**config.mk**
```make
export PLATFORM = sky130hd
export DESIGN_NAME = pipe_stage_reg
export DESIGN_NICKNAME = d
export VERILOG_FILES = /design/src/rtl/pipe_stage_reg.sv
export SDC_FILE = /design/constraint.sdc
export NUM_CORES = 1
export LEC_CHECK = 0
export ABC_AREA = 0
export BUFFER_PORTS_ARGS = -buffer_cell sky130_fd_sc_hd__buf_2
export CORE_AREA = 4 4 150 152
export CTS_CLUSTER_SIZE = 28
export DETAILED_ROUTE_END_ITERATION = 12
export DIE_AREA = 0 0 154 156
export GPL_TIMING_DRIVEN = 0
export PLACE_DENSITY = 0.82
export SLEW_MARGIN = 20
export SYNTH_ARGS = -nofsm -noshare
export SYNTH_HDL_FRONTEND = slang
export SYNTH_SLANG_ARGS = --single-unit
```
**constraint.sdc**
```tcl
create_clock -name clk -period 1.85 [get_ports clk]
set_input_delay 0.185 -clock clk [delete_from_list [all_inputs] [get_ports clk]]
set_output_delay 0.185 -clock clk [all_outputs]
set_load 0.01 [all_outputs]
```
**src/rtl/pipe_stage_reg.sv**
```systemverilog
// pipe_stage_reg: generic inter-stage pipeline register (LANES x WIDTH packed lanes)
// with valid/ready handshake, synchronous flush (bubble insert) and 1-cycle latency.
// Optional feature: define PIPE_REG_SKID_EN to add a second (skid) entry, making
// in_ready a pure register output; otherwise a single entry with combinational in_ready.
module pipe_stage_reg #(
    parameter int unsigned WIDTH       = 32,
    parameter int unsigned LANES       = 6,
    parameter bit          ZERO_BUBBLE = 1'b1
) (
    input  logic                   clk,
    input  logic                   rst,
    input  logic                   flush,
    input  logic                   in_valid,
    output logic                   in_ready,
    input  logic [LANES*WIDTH-1:0] in_data,
    output logic                   out_valid,
    input  logic                   out_ready,
    output logic [LANES*WIDTH-1:0] out_data,
    output logic [1:0]             occupancy
);
    localparam int unsigned DW = LANES * WIDTH;

    logic [DW-1:0] main_q, main_d;
    logic          valid_q, valid_d;
    logic [1:0]    occ_q, occ_d;
    logic          in_fire_c, out_fire_c;

    assign in_fire_c  = in_valid & in_ready;
    assign out_fire_c = valid_q & out_ready;

    assign out_data  = main_q;
    assign out_valid = valid_q;
    assign occupancy = occ_q;

`ifdef PIPE_REG_SKID_EN
    logic [DW-1:0] skid_q, skid_d;
    logic          skid_valid_q, skid_valid_d;

    // Registered ready: only a full skid entry blocks upstream.
    assign in_ready = ~skid_valid_q;

    // Next state for main + skid entries; flush wins, then drain/refill, then accept.
    always_comb begin
        main_d       = main_q;
        valid_d      = valid_q;
        skid_d       = skid_q;
        skid_valid_d = skid_valid_q;
        if (flush) begin
            valid_d      = 1'b0;
            skid_valid_d = 1'b0;
            if (ZERO_BUBBLE) begin
                main_d = '0;
                skid_d = '0;
            end
        end else if (out_fire_c) begin
            if (skid_valid_q) begin
                // in_ready is low here, so no beat can arrive this cycle
                main_d       = skid_q;
                skid_valid_d = 1'b0;
                if (ZERO_BUBBLE) begin
                    skid_d = '0;
                end
            end else if (in_fire_c) begin
                main_d  = in_data;
                valid_d = 1'b1;
            end else begin
                valid_d = 1'b0;
                if (ZERO_BUBBLE) begin
                    main_d = '0;
                end
            end
        end else if (in_fire_c) begin
            if (valid_q) begin
                skid_d       = in_data;
                skid_valid_d = 1'b1;
            end else begin
                main_d  = in_data;
                valid_d = 1'b1;
            end
        end
        occ_d = {1'b0, valid_d} + {1'b0, skid_valid_d};
    end

    // Skid entry storage.
    always_ff @(posedge clk or negedge rst) begin
        if (!rst) begin
            skid_q       <= '0;
            skid_valid_q <= 1'b0;
        end else begin
            skid_q       <= skid_d;
            skid_valid_q <= skid_valid_d;
        end
    end
`else
    // Single entry: accept when empty or when the held beat leaves this cycle.
    assign in_ready = ~valid_q | out_ready;

    // Next state for the single entry; flush wins, then accept, then drain.
    always_comb begin
        main_d  = main_q;
        valid_d = valid_q;
        if (flush) begin
            valid_d = 1'b0;
            if (ZERO_BUBBLE) begin
                main_d = '0;
            end
        end else if (in_fire_c) begin
            main_d  = in_data;
            valid_d = 1'b1;
        end else if (out_fire_c) begin
            valid_d = 1'b0;
            if (ZERO_BUBBLE) begin
                main_d = '0;
            end
        end
        occ_d = {1'b0, valid_d};
    end
`endif

    // Main entry and occupancy registers.
    always_ff @(posedge clk or negedge rst) begin
        if (!rst) begin
            main_q  <= '0;
            valid_q <= 1'b0;
            occ_q   <= 2'd0;
        end else begin
            main_q  <= main_d;
            valid_q <= valid_d;
            occ_q   <= occ_d;
        end
    end

endmodule

```
== Word level (Yosys, flattened, before mapping) ==
Index checks and enable logic that the tools add are counted.

* Register bits: 193

* Muxes and demuxes: 6
* Reduce and logical (&&, ||, !) cells: 1
* Bitwise operators: 4

{| class="wikitable"
|+ Operators by type and width
! cell !! count
|-
| 2-to-1 mux 192 bit || 3
|-
| 2-to-1 mux 1 bit || 3
|-
| nonzero test 3 bit || 1
|-
| bitwise AND 1 bit || 2
|-
| inverter 1 bit || 1
|-
| OR 1 bit || 1
|}

== Logic depth before layout (Yosys ltp) ==
Gate-level depths: netlist of the first run.

* Depth after elaboration: 5
* Gate-level depth with buffers: 6
* Gate-level depth less buffers: 3

== Worst setup path after synthesis of the first run ==
Ideal clock, no wire load.

* Kind: reg-to-reg
* Start: reg, netlist name occupancy[0]
* End: reg main_q[100] (netlist: out_data[100])
* Clock period less this slack: 1273 ps
* Cell stages (with the launch flop): 6
* Arrival time: 1178 ps
* Path slack: 577 ps
* Data required time: 1754 ps
* Cell sequence: dfrtp_1 > nor2b_4 > buf_6 > buf_6 > buf_6 > o32ai_2

{| class="wikitable"
|+ RTL lines
! item !! line !! source
|-
| end signal, assigned || 127 || <nowiki>main_q <= main_d;</nowiki>
|-
| end, declared || 23 || <nowiki>logic [DW-1:0] main_q, main_d;</nowiki>
|}

==> results of run 1 <==
[final timing paths]
| path | to | depth (start not counted) |
|---|---|---|
| worst max-delay path | in_ready | 5 |
| worst min-delay path | out_data[185] | 3 |
| worst max register to register | out_data[177] | 5 |
| worst min register to register | out_data[184] | 2 |
| max in group asynchronous | out_data[190] | 3 |
| min in group asynchronous | out_data[157] | 2 |
[synth_stat cells, drive strengths merged]
| cell | count | share of area (%) |
|---|---|---|
| nand2b | 384 | 22 |
| conb | 1 | 0.034 |
| a21oi | 1 | 0.080 |
| dfrtp | 193 | 44 |
| mux2 | 1 | 0.14 |
| clkbuf | 46 | 1.6 |
| inv | 2 | 0.069 |
| nor2b | 1 | 0.13 |
| buf | 63 | 4.4 |
| o32ai | 192 | 27 |
[flip-flops by register name, summed over array words and instances, names as in the netlist]
name	cells
occupancy	1
out_data	192
[timing repair]
action,CTS,global route
hold buffers,1,0
endpoints found under the hold margin,193,0
setup buffers,1,0
endpoints found under the setup margin,1,0
[layout make-up]
type | instances | share of cell area (%)
multi-input cells | 580 | 39.02
flip-flops and latches | 193 | 34.94
repair buffers | 394 | 14.72
plain buffers | 108 | 4.661
clock buffers | 18 | 3.177
well taps | 275 | 2.489
clock inverters | 14 | 0.8779
diodes | 4 | 0.07240
inverters | 2 | 0.05430
[worst reg2reg max path, cell delays in order (launching register included)]
cell	delay (ns)
sky130_fd_sc_hd__dfrtp_1	0.40
sky130_fd_sc_hd__buf_4	0.16
sky130_fd_sc_hd__mux2_4	0.20
sky130_fd_sc_hd__buf_2	0.26
sky130_fd_sc_hd__buf_4	0.28
sky130_fd_sc_hd__o32ai_2	0.10
[per-stage QoR]
step	setup TNS (ns)	hold slack [ns]	setup WS (ns)	util [%]
floorplan	0	-0.1106	0.5766	-
global route	0	0.01061	0.04835	65.76
CTS	0	0.002916	0.09257	65.72
detailed placement	0	0.002543	0.1658	63.02
finish	0	0.02391	0.1486	65.76
global placement	-534.88	0.4500	-2.786	62.71
[cell families (layout without fill, tap and decap cells)]
group	Yosys count	after routing
multiplexers	1	1
flip-flops	193	193
buffers and inverters	111	536
AND/OR/NAND/NOR	385	385
AO/OA/AOI/OAI	193	193
other	1	5
[layout by cell type, fill, tap and decap left out, types with 2 or more instances in the layout]
cell                         count
sky130_fd_sc_hd__buf_2         418
sky130_fd_sc_hd__nand2b_1      384
sky130_fd_sc_hd__dfrtp_1       193
sky130_fd_sc_hd__o32ai_2       169
sky130_fd_sc_hd__clkbuf_1       46
sky130_fd_sc_hd__o32ai_1        23
sky130_fd_sc_hd__buf_6          21
sky130_fd_sc_hd__clkbuf_16      17
sky130_fd_sc_hd__buf_4          13
sky130_fd_sc_hd__diode_2         4
sky130_fd_sc_hd__inv_8           4
sky130_fd_sc_hd__inv_6           3
sky130_fd_sc_hd__clkinvlp_4      3
sky130_fd_sc_hd__inv_2           2
sky130_fd_sc_hd__clkinv_2        2
sky130_fd_sc_hd__clkinv_4        2
sky130_fd_sc_hd__buf_16          2
[power groups by stage]
| stage | Clock [mW] | Combinational [mW] | Sequential [mW] |
|---|---|---|---|
| finish | 3.59 | 2.08 | 4.61 |
| detailed placement | 0 | 2.09 | 4.69 |
| floorplan | 0 | 1.11 | 4.79 |
| global route | 3.87 | 2.24 | 4.64 |
| global placement | 0 | 2.05 | 4.68 |
| CTS | 3.68 | 2.10 | 4.61 |
[layer usage]
| layer | wire [um] | track usage (%) | up-vias |
|---|---|---|---|
| met5 | 27 | 0 | - |
| met3 | 2595 | 7.545 | 45 |
| met2 | 16560 | 45.63 | 363 |
| met4 | 737 | 7.906 | 4 |
| met1 | 13070 | 33.29 | 4314 |
| li1 | - | - | 3987 |
==> impl_summary.txt, run 1 <==
----------------------------------------------------
[Worst setup path]
  Worst EP required ... ~1.7 ns
  Largest stage delay on the critical path ... 0.37 ns
  Launching element of the worst setup path ... occupancy[0]
  CP max stage cell ... sky130_fd_sc_hd__dfrtp_1
  Startpoint class of the critical path ... flop
  Number of buffer and inverter stages on the critical path ... 4
  Chain of cells forming the critical path ... nor2b_4, buf_6, buf_6, inv_2, buf_2
  Type of the worst setup path ... flop to output port
  Crit. End Element ... output port
  Reg-to-reg slack, setup ... approximately 0.31 ns
  Highest fanout seen on the critical path ... 19
  Cell type with the highest occurrence count on the critical path ... sky130_fd_sc_hd__buf_6
  RR Startpoint ... occupancy[0]
  Delay-heaviest family, CP ... buffers and inverters
  Arrival time at the worst endpoint ... ~1.5 ns

[Timing]
  Unrepaired setup endpoints after global routing ... false
  Endpoints failing setup ... 0
  Upper clock frequency limit ... ~600 MHz
  Slew margin rel. ... 54.21%
  Tcrit/Tclk final ... around 92%
  Count of final hold-check violations ... 0
  Post-Route Skew ... between 0.008 and 0.009 ns
  Worst Max-Slew Pin Slew ... 0.6869 ns
  Number of slew-limit violations in the final report ... 0
  Post-layout min period ... 1.701 ns

[Pwr]
  Power Total ... slightly above 10 mW
  Worst VDD drop ... between 0.5 and 0.6 mV
  Sequential share of power ... between 40% and 50%
  Power dissipated by switching net loads ... 3.070 mW
  Comb power frac ... just over 20%
  Net switching share of the total power ... 29.87%
  Areal power density over the cells ... between 700 and 800 nW/um^2
  Leak Pwr ... about 6.3 nW
  Internal Pwr Total ... 7.208 mW
  Power share of the clock group ... a little over a third

[GRT]
  Total routing resource utilization after global routing ... between 20% and 30%
  Antenna violations before repair ... 6
  Global-route wire length before repair ... 51.45 mm
  Via count of the first global-routing pass ... roughly 9200
  Maximum number of pins on one net before global-route repair ... 94
  Remaining Overflow, GRT ... 0

[Die]
  Number of cell rows ... 53
  Number of top-level pins ... about 390
  Die outline area ... between 20000 and 25000 um^2
  Die height ... about 160 um
  Chip width ... ~150 um
  Core Region ... between 20000 and 25000 um^2
  Initial standard-cell utilization of the core ... between 50 and 60%

[Synthesis]
  Synth Area in Compound Gates ... between 20% and 30%
  Yosys warns ... 0
  Synth Area in Adders ... 0%
  Net count of the mapped netlist ... between 1000 and 1500
  Number of cells produced by synthesis ... just under 900
  Post-synthesis mux area share ... 0.1379%
  Synth Area in Simple Gates ... roughly 22%
  Average size of a mapped cell ... around 12 um^2
  #FFs+latches synth ... roughly 190
  Post-synthesis instance area ... ~11000 um^2
  Dominant combinational cell family by area after synthesis ... compound AO/OA/AOI/OAI gates
  Parity-gate share of the synthesized area counting xor and xnor cells ... 0%
  Number of distinct library cells after synthesis ... 13
  Register area share after synthesis ... ~44%

[Drt]
  WL per Instance ... 20.78 um
  Drt first pass iters ... 4
  Violation count after the first detailed-routing iteration ... 441
  Via/cell ratio ... about 5.5
  DRC viols ... 0
  Count of vias placed by the detailed router ... about 8700
  Antenna viol nets, final ... 0
  Drt total wl ... between 30 and 40 mm

[CTS]
  Maximum clock insertion buffer count ... 2
  Clock-pin slew on the worst setup and hold paths ... around 0.07 ns
  Post-CTS Resized ... 0
  CTS tree ... yes
  Total number of H-tree levels ... 4
  CTS Root Cell ... sky130_fd_sc_hd__clkbuf_16
  TritonCTS buffer count ... 17
  Worst-Skew Late Latency ... between 0.4 and 0.5 ns
  Clock sinks ... 193

[Outcome]
  Result of the run ... finished, final reports clean

[Hold path]
  Hold path startpoint ... in_data[185]
  Worst hold-check path type ... input pin to flop

[Cells and area]
  Sequential cell area ... approximately 4800 um^2
  Synthesis-to-layout area growth ... 26.99%
  Fraction of layout instances using a drive strength above 1 ... between 50% and 60%
  Filler-free cell count of the finished design ... 1588
  Final net count ... ~1500
  Filler Cells Inserted ... ~1700
  Finished layout cell area ... roughly 14000 um^2
  Area of the multi-input gates ... approximately 5400 um^2

[Place]
  Port Buffers ... 390
  Instance area at placement ... between 10000 and 15000 um^2
  Inst Count DP ... 1551
  Placer's final routability congestion estimate ... about 0.82
  Post-DP HPWL ... approximately 25 mm

[Job]
  Reported max-cap violation count ... 0

----------------------------------------------------
No activity file was read; power rests on OpenSTA's default activity.
==> run 2, diff against run 1 <==
--- a/config.mk
+++ b/config.mk
@@ -7,4 +7,5 @@
 export LEC_CHECK = 0
 export ABC_AREA = 0
+export ABC_CLOCK_PERIOD_IN_PS = 1850
 export BUFFER_PORTS_ARGS = -buffer_cell sky130_fd_sc_hd__buf_2
 export CORE_AREA = 4 4 150 152
==> constraint.sdc (replaced) <==
create_clock -name clk -period 1.85 [get_ports clk]
set_input_delay 0.185 -clock clk [delete_from_list [all_inputs] [get_ports clk]]
set_output_delay 0.185 -clock clk [all_outputs]
set_load 0.1 [all_outputs]
==> impl_summary.txt, run 2 (synthesis results as in run 1) <==
----------------------------------------------------
[Outcome]
  Result of the run ... finished, final reports clean

[Die]
  Core Region ... between 20000 and 25000 um^2
  Number of cell rows ... 53
  Initial standard-cell utilization of the core ... roughly half
  Die height ... approximately 160 um
  Chip width ... approximately 150 um
  Die outline area ... 24020 um^2
  Number of top-level pins ... 393

[CTS]
  TritonCTS buffer count ... 17
  Clock sinks ... about 190
  Maximum clock insertion buffer count ... 2
  Clock-pin slew on the worst setup and hold paths ... ~0.070 ns
  Post-CTS setup repair buffer count ... 0
  Total number of H-tree levels ... 4
  CTS tree ... yes
  CTS Root Cell ... sky130_fd_sc_hd__clkbuf_16
  Worst-Skew Late Latency ... ~0.43 ns

[Timing]
  Post-Route Skew ... roughly 0.010 ns
  Slew margin rel. ... a little under half
  Upper clock frequency limit ... roughly 570 MHz
  Hold Slack ... around 0.022 ns
  Unrepaired setup endpoints after global routing ... false
  Final-layout setup total negative slack ... 0 ns
  Worst Max-Slew Pin Slew ... 0.7903 ns
  Post-layout min period ... approximately 1.7 ns
  Tcrit/Tclk final ... 94.32%
  Number of slew-limit violations in the final report ... 0
  Endpoints failing setup ... 0
  Setup WS post-layout ... between 0.1 and 0.15 ns
  Count of final hold-check violations ... 0

[Place]
  Inst Count DP ... 1551
  Placer's final routability congestion estimate ... about 0.8
  Port Buffers ... roughly 400
  Post-DP HPWL ... 25.11 mm
  Post-Place Worst Slack ... around 0.18 ns

[Drt]
  Drt total wl ... 33.68 mm
  Via/cell ratio ... around 5.5
  Drt first pass iters ... 5
  Count of vias placed by the detailed router ... 8818
  WL per Instance ... 21.19 um
  DRC viols ... 0
  Violation count after the first detailed-routing iteration ... between 300 and 400
  Antenna viol nets, final ... 0

[Worst setup path]
  Crit. End Element ... output port
  Worst EP required ... around 1.7 ns
  Type of the worst setup path ... flop to output port
  Highest fanout seen on the critical path ... 19
  Capture instance of the worst register-to-register path ... out_data[175]
  Worst-case reg-to-reg path depth ... 4
  Reg-to-reg slack, setup ... approximately 0.39 ns
  Arrival time at the worst endpoint ... approximately 1.6 ns
  RR Startpoint ... occupancy[0]
  Startpoint class of the critical path ... flop

[Hold path]
  Worst hold endpoint ... out_data[9]
  Worst hold-check path type ... input pin to flop
  Worst Hold Path Cells ... 3
  Hold path startpoint ... in_data[9]

[Cells and area]
  Commonest non-fill, non-tap cell in the layout ... sky130_fd_sc_hd__buf_2
  Synthesis-to-layout area growth ... 27.10%
  Filler-free cell count of the finished design ... around 1600
  Filler Cells Inserted ... roughly 1700
  Final Util ... approximately two thirds
  Final net count ... 1493
  Most used cells in the layout excluding fill and tap cells ... sky130_fd_sc_hd__buf_2, sky130_fd_sc_hd__nand2b_1, sky130_fd_sc_hd__dfrtp_1
  Number of flip-flops in the largest register ... 192
  Fraction of layout instances using a drive strength above 1 ... between 50% and 60%

[Pwr]
  Worst VDD drop ... between 0.5 and 0.6 mV
  Areal power density over the cells ... just under 900 nW/um^2
  Leak Pwr ... ~6.3 nW

[GRT]
  Maximum number of pins on one net before global-route repair ... 97
  Antenna violations before repair ... 4
  Via count of the first global-routing pass ... approximately 9400
  Total routing resource utilization after global routing ... approximately 27%
  Global-route wire length before repair ... 52.50 mm
  Remaining Overflow, GRT ... 0

[Job]
  Reported max-cap violation count ... 0

----------------------------------------------------
[run 2: critical path, stage by stage, from the launching register on]
cell,delay (ns)
sky130_fd_sc_hd__dfrtp_2,0.43
sky130_fd_sc_hd__nor2b_4,0.13
sky130_fd_sc_hd__buf_6,0.12
sky130_fd_sc_hd__buf_8,0.17
sky130_fd_sc_hd__inv_2,0.10
sky130_fd_sc_hd__buf_12,0.18
[run 2: worst max path at each step]
| stage | to | slack [ns] | cells past startpoint | from |
|---|---|---|---|---|
| after global routing | in_ready | 0.03 | 5 | occupancy[0] |
| after floorplan | occupancy[0] | 0.05 | 6 | occupancy[0] |
| after detailed placement | in_ready | 0.18 | 6 | occupancy[0] |
| final | in_ready | 0.11 | 5 | occupancy[0] |
| after CTS | in_ready | 0.03 | 5 | occupancy[0] |
| after global placement | occupancy[0] | -3.12 | 1 | rst |
[run 2: layout make-up]
class                      instances  area (um^2)  share of cell area, %
clock buffer                      20        446.7                  3.228
inverter                           2        7.507                0.05425
buffer                           108        648.1                  4.684
multi-input combinational        580         5394                  38.98
sequential                       193         4831                  34.91
antenna                            5        12.51                0.09042
tap                              275        344.1                  2.487
timing repair buffer             394         2052                  14.83
clock inverter                    12        101.3                 0.7324
[run 2: what timing repair did]
item	CTS	global route
hold buffers	2	0
setup endpoints to repair	1	1
gates resized for setup	4	1
hold endpoints to repair	194	0
[run 2: metal layers]
layer  GRT usage (%)  vias up  share of wire, %
li1                -     3994                 -
met1           34.59     4423                40
met2           45.86      343                50
met3           7.712       54               7.6
met4           8.284        4               2.5
met5               0        -             0.065
[run 2: power by group]
group / internal, mW / switching [mW] / leakage, nW
logic: 0.940 / 2.91 / 3.43
registers: 4.46 / 0.154 / 2.58
clock network: 1.79 / 1.72 / 0.258
[run 2: per-stage QoR]
step / instance area (um^2) / power, mW
after floorplan: 10890 / 7.618
final: 13840 / 11.98
after detailed placement: 13250 / 8.548
after global routing: 13830 / 12.42
after global placement: 13180 / 8.499
after CTS: 13820 / 12.07
==> run 3, diff against run 2 <==
Settings changed: ABC_CLOCK_PERIOD_IN_PS 1850 to 2200, CORE_AREA 4 4 150 152 to default, CORE_MARGIN from default to 4, CORE_UTILIZATION from default to 25, DIE_AREA 0 0 154 156 to default, PLACE_DENSITY 0.82 to default.
Clock period 1.85 ns to 2.2 ns, I/O delays scaled along.
==> impl_summary.txt, run 3 (synthesis results as in run 1) <==
----------------------------------------------------
[Cells and area]
  Number of flip-flops in the largest register ... approximately 190
  Filler Cells Inserted ... approximately 4200
  Filler-free cell count of the finished design ... 2078
  Finished layout cell area ... 16110 um^2
  Commonest non-fill, non-tap cell in the layout ... sky130_fd_sc_hd__buf_2
  Number of antenna repair diodes ... 0
  Fraction of layout instances using a drive strength above 1 ... between 40% and 50%
  Synthesis-to-layout area growth ... 47.96%
  Most used cells in the layout excluding fill and tap cells ... sky130_fd_sc_hd__buf_2, sky130_fd_sc_hd__nand2b_1, sky130_fd_sc_hd__dfrtp_1
  Final net count ... between 1500 and 2000

[Timing]
  Slew margin rel. ... a little over two fifths
  Tcrit/Tclk final ... about 94%
  Number of slew-limit violations in the final report ... 0
  Endpoints failing setup ... 0
  Post-Route Skew ... 0.009816 ns
  Unrepaired setup endpoints after global routing ... false
  Final-layout setup total negative slack ... 0 ns
  Worst Max-Slew Pin Slew ... ~0.9 ns
  Upper clock frequency limit ... 485.8 MHz
  Setup WS post-layout ... approximately 0.14 ns
  Post-layout min period ... about 2.1 ns
  Count of final hold-check violations ... 0

[GRT]
  Via count of the first global-routing pass ... 10370
  Global-route wire length before repair ... 62.08 mm
  Antenna violations before repair ... 2
  Total routing resource utilization after global routing ... between 10% and 20%
  Maximum number of pins on one net before global-route repair ... between 90 and 100
  Remaining Overflow, GRT ... 0

[Place]
  Post-Place Worst Slack ... 0.2327 ns
  Inst Count DP ... about 1900
  Post-DP HPWL ... roughly 28 mm
  Placer's final routability congestion estimate ... 0.8160
  Port Buffers ... 390
  Instance area at placement ... ~14000 um^2

[Die]
  Chip width ... roughly 220 um
  Core Region ... ~43000 um^2
  Initial standard-cell utilization of the core ... approximately a quarter
  Number of cell rows ... 76
  Die outline area ... between 40000 and 50000 um^2
  Number of top-level pins ... ~400
  Die height ... 216.7 um

[Worst setup path]
  Highest fanout seen on the critical path ... 10
  Launching element of the worst setup path ... occupancy[0]
  RR Startpoint ... occupancy[0]
  Startpoint class of the critical path ... flop
  Reg-to-reg slack, setup ... ~0.51 ns
  Arrival time at the worst endpoint ... about 1.8 ns
  Crit. End Element ... output port
  Worst EP required ... 1.98 ns
  Type of the worst setup path ... flop to output port

[Hold path]
  Hold path startpoint ... in_data[181]
  Worst hold-check path type ... input pin to flop

[Drt]
  Drt total wl ... 40.26 mm
  WL per Instance ... between 15 and 20 um
  Antenna viol nets, final ... 0
  Via/cell ratio ... between 4 and 5
  Violation count after the first detailed-routing iteration ... 417
  Drt first pass iters ... 4
  Count of vias placed by the detailed router ... ~9500
  DRC viols ... 0

[CTS]
  Post-CTS setup repair buffer count ... 0
  TritonCTS buffer count ... 17
  Clock-pin slew on the worst setup and hold paths ... around 0.07 ns
  Worst-Skew Late Latency ... 0.48 ns
  Maximum clock insertion buffer count ... 2
  CTS tree ... yes
  Total number of H-tree levels ... 4
  Clock sinks ... just under 200
  CTS Root Cell ... sky130_fd_sc_hd__clkbuf_16

[Pwr]
  Leak Pwr ... a little over 7 nW
  Worst VDD drop ... 0.5674 mV
  Areal power density over the cells ... roughly 670 nW/um^2

[Outcome]
  Result of the run ... finished, final reports clean

[Job]
  Reported max-cap violation count ... 0

----------------------------------------------------
run 3: cell count changes in the layout (fill, tap and decap cells not counted), moves of 2 or more:
| cell | delta |
|---|---|
| sky130_fd_sc_hd__bufinv_16 | +3 |
| sky130_fd_sc_hd__inv_8 | -2 |
| sky130_fd_sc_hd__inv_6 | -3 |
| sky130_fd_sc_hd__diode_2 | -5 |
| sky130_fd_sc_hd__dlygate4sd3_1 | +185 |
| sky130_fd_sc_hd__clkinv_2 | +2 |
| sky130_fd_sc_hd__buf_6 | +3 |
run 3: layer usage:
layer  share of wire (%)  track usage (%)
met1                  42            20.86
met2                  48            28.62
met3                 7.2            5.749
met4                 2.1            4.843
met5               0.065                0
run 3: worst paths after layout:
check	end	depth (start not counted)
max	in_ready	6
min	out_data[181]	3
max reg2reg	out_data[1]	3
min reg2reg	out_data[8]	2
max in group asynchronous	out_data[83]	3
min in group asynchronous	out_data[157]	2
run 3: report_power, final:
part	internal, mW	switching [mW]
registers	3.75	0.128
clock network	1.83	1.47
logic	1.00	2.54
run 3: cell type report:
| class | instances | area (um^2) | share of cell area (%) |
|---|---|---|---|
| repair buffers | 579 | 3895 | 24.18 |
| multi-input cells | 580 | 5394 | 33.49 |
| clock buffers | 20 | 456.7 | 2.835 |
| plain buffers | 109 | 655.6 | 4.070 |
| clock inverters | 10 | 136.4 | 0.8467 |
| inverters | 2 | 7.507 | 0.04661 |
| well taps | 585 | 732.0 | 4.544 |
| flip-flops and latches | 193 | 4831 | 29.99 |
run 3: metrics by stage:
step                power (mW)  utilization [%]  hold slack (ns)
finish                   10.73            37.39          0.05893
global route             11.18            37.39          0.02057
CTS                      10.90            37.39         0.005633
detailed placement       7.244            31.65          0.07945
global placement         7.214            31.50           0.4861
floorplan                6.406                -         -0.07559
run 3: what timing repair did:
item,4_1_cts,5_1_grt
setup endpoints to repair,1,0
hold buffers,187,0
gates resized for setup,3,0
endpoints found under the hold margin,379,0
run 3: worst max-delay path, stage by stage, from the launching register on:
cell	delay [ns]
sky130_fd_sc_hd__dfrtp_2	0.46
sky130_fd_sc_hd__nor2b_4	0.14
sky130_fd_sc_hd__buf_6	0.12
sky130_fd_sc_hd__buf_6	0.16
sky130_fd_sc_hd__buf_6	0.16
sky130_fd_sc_hd__inv_2	0.08
sky130_fd_sc_hd__buf_6	0.22
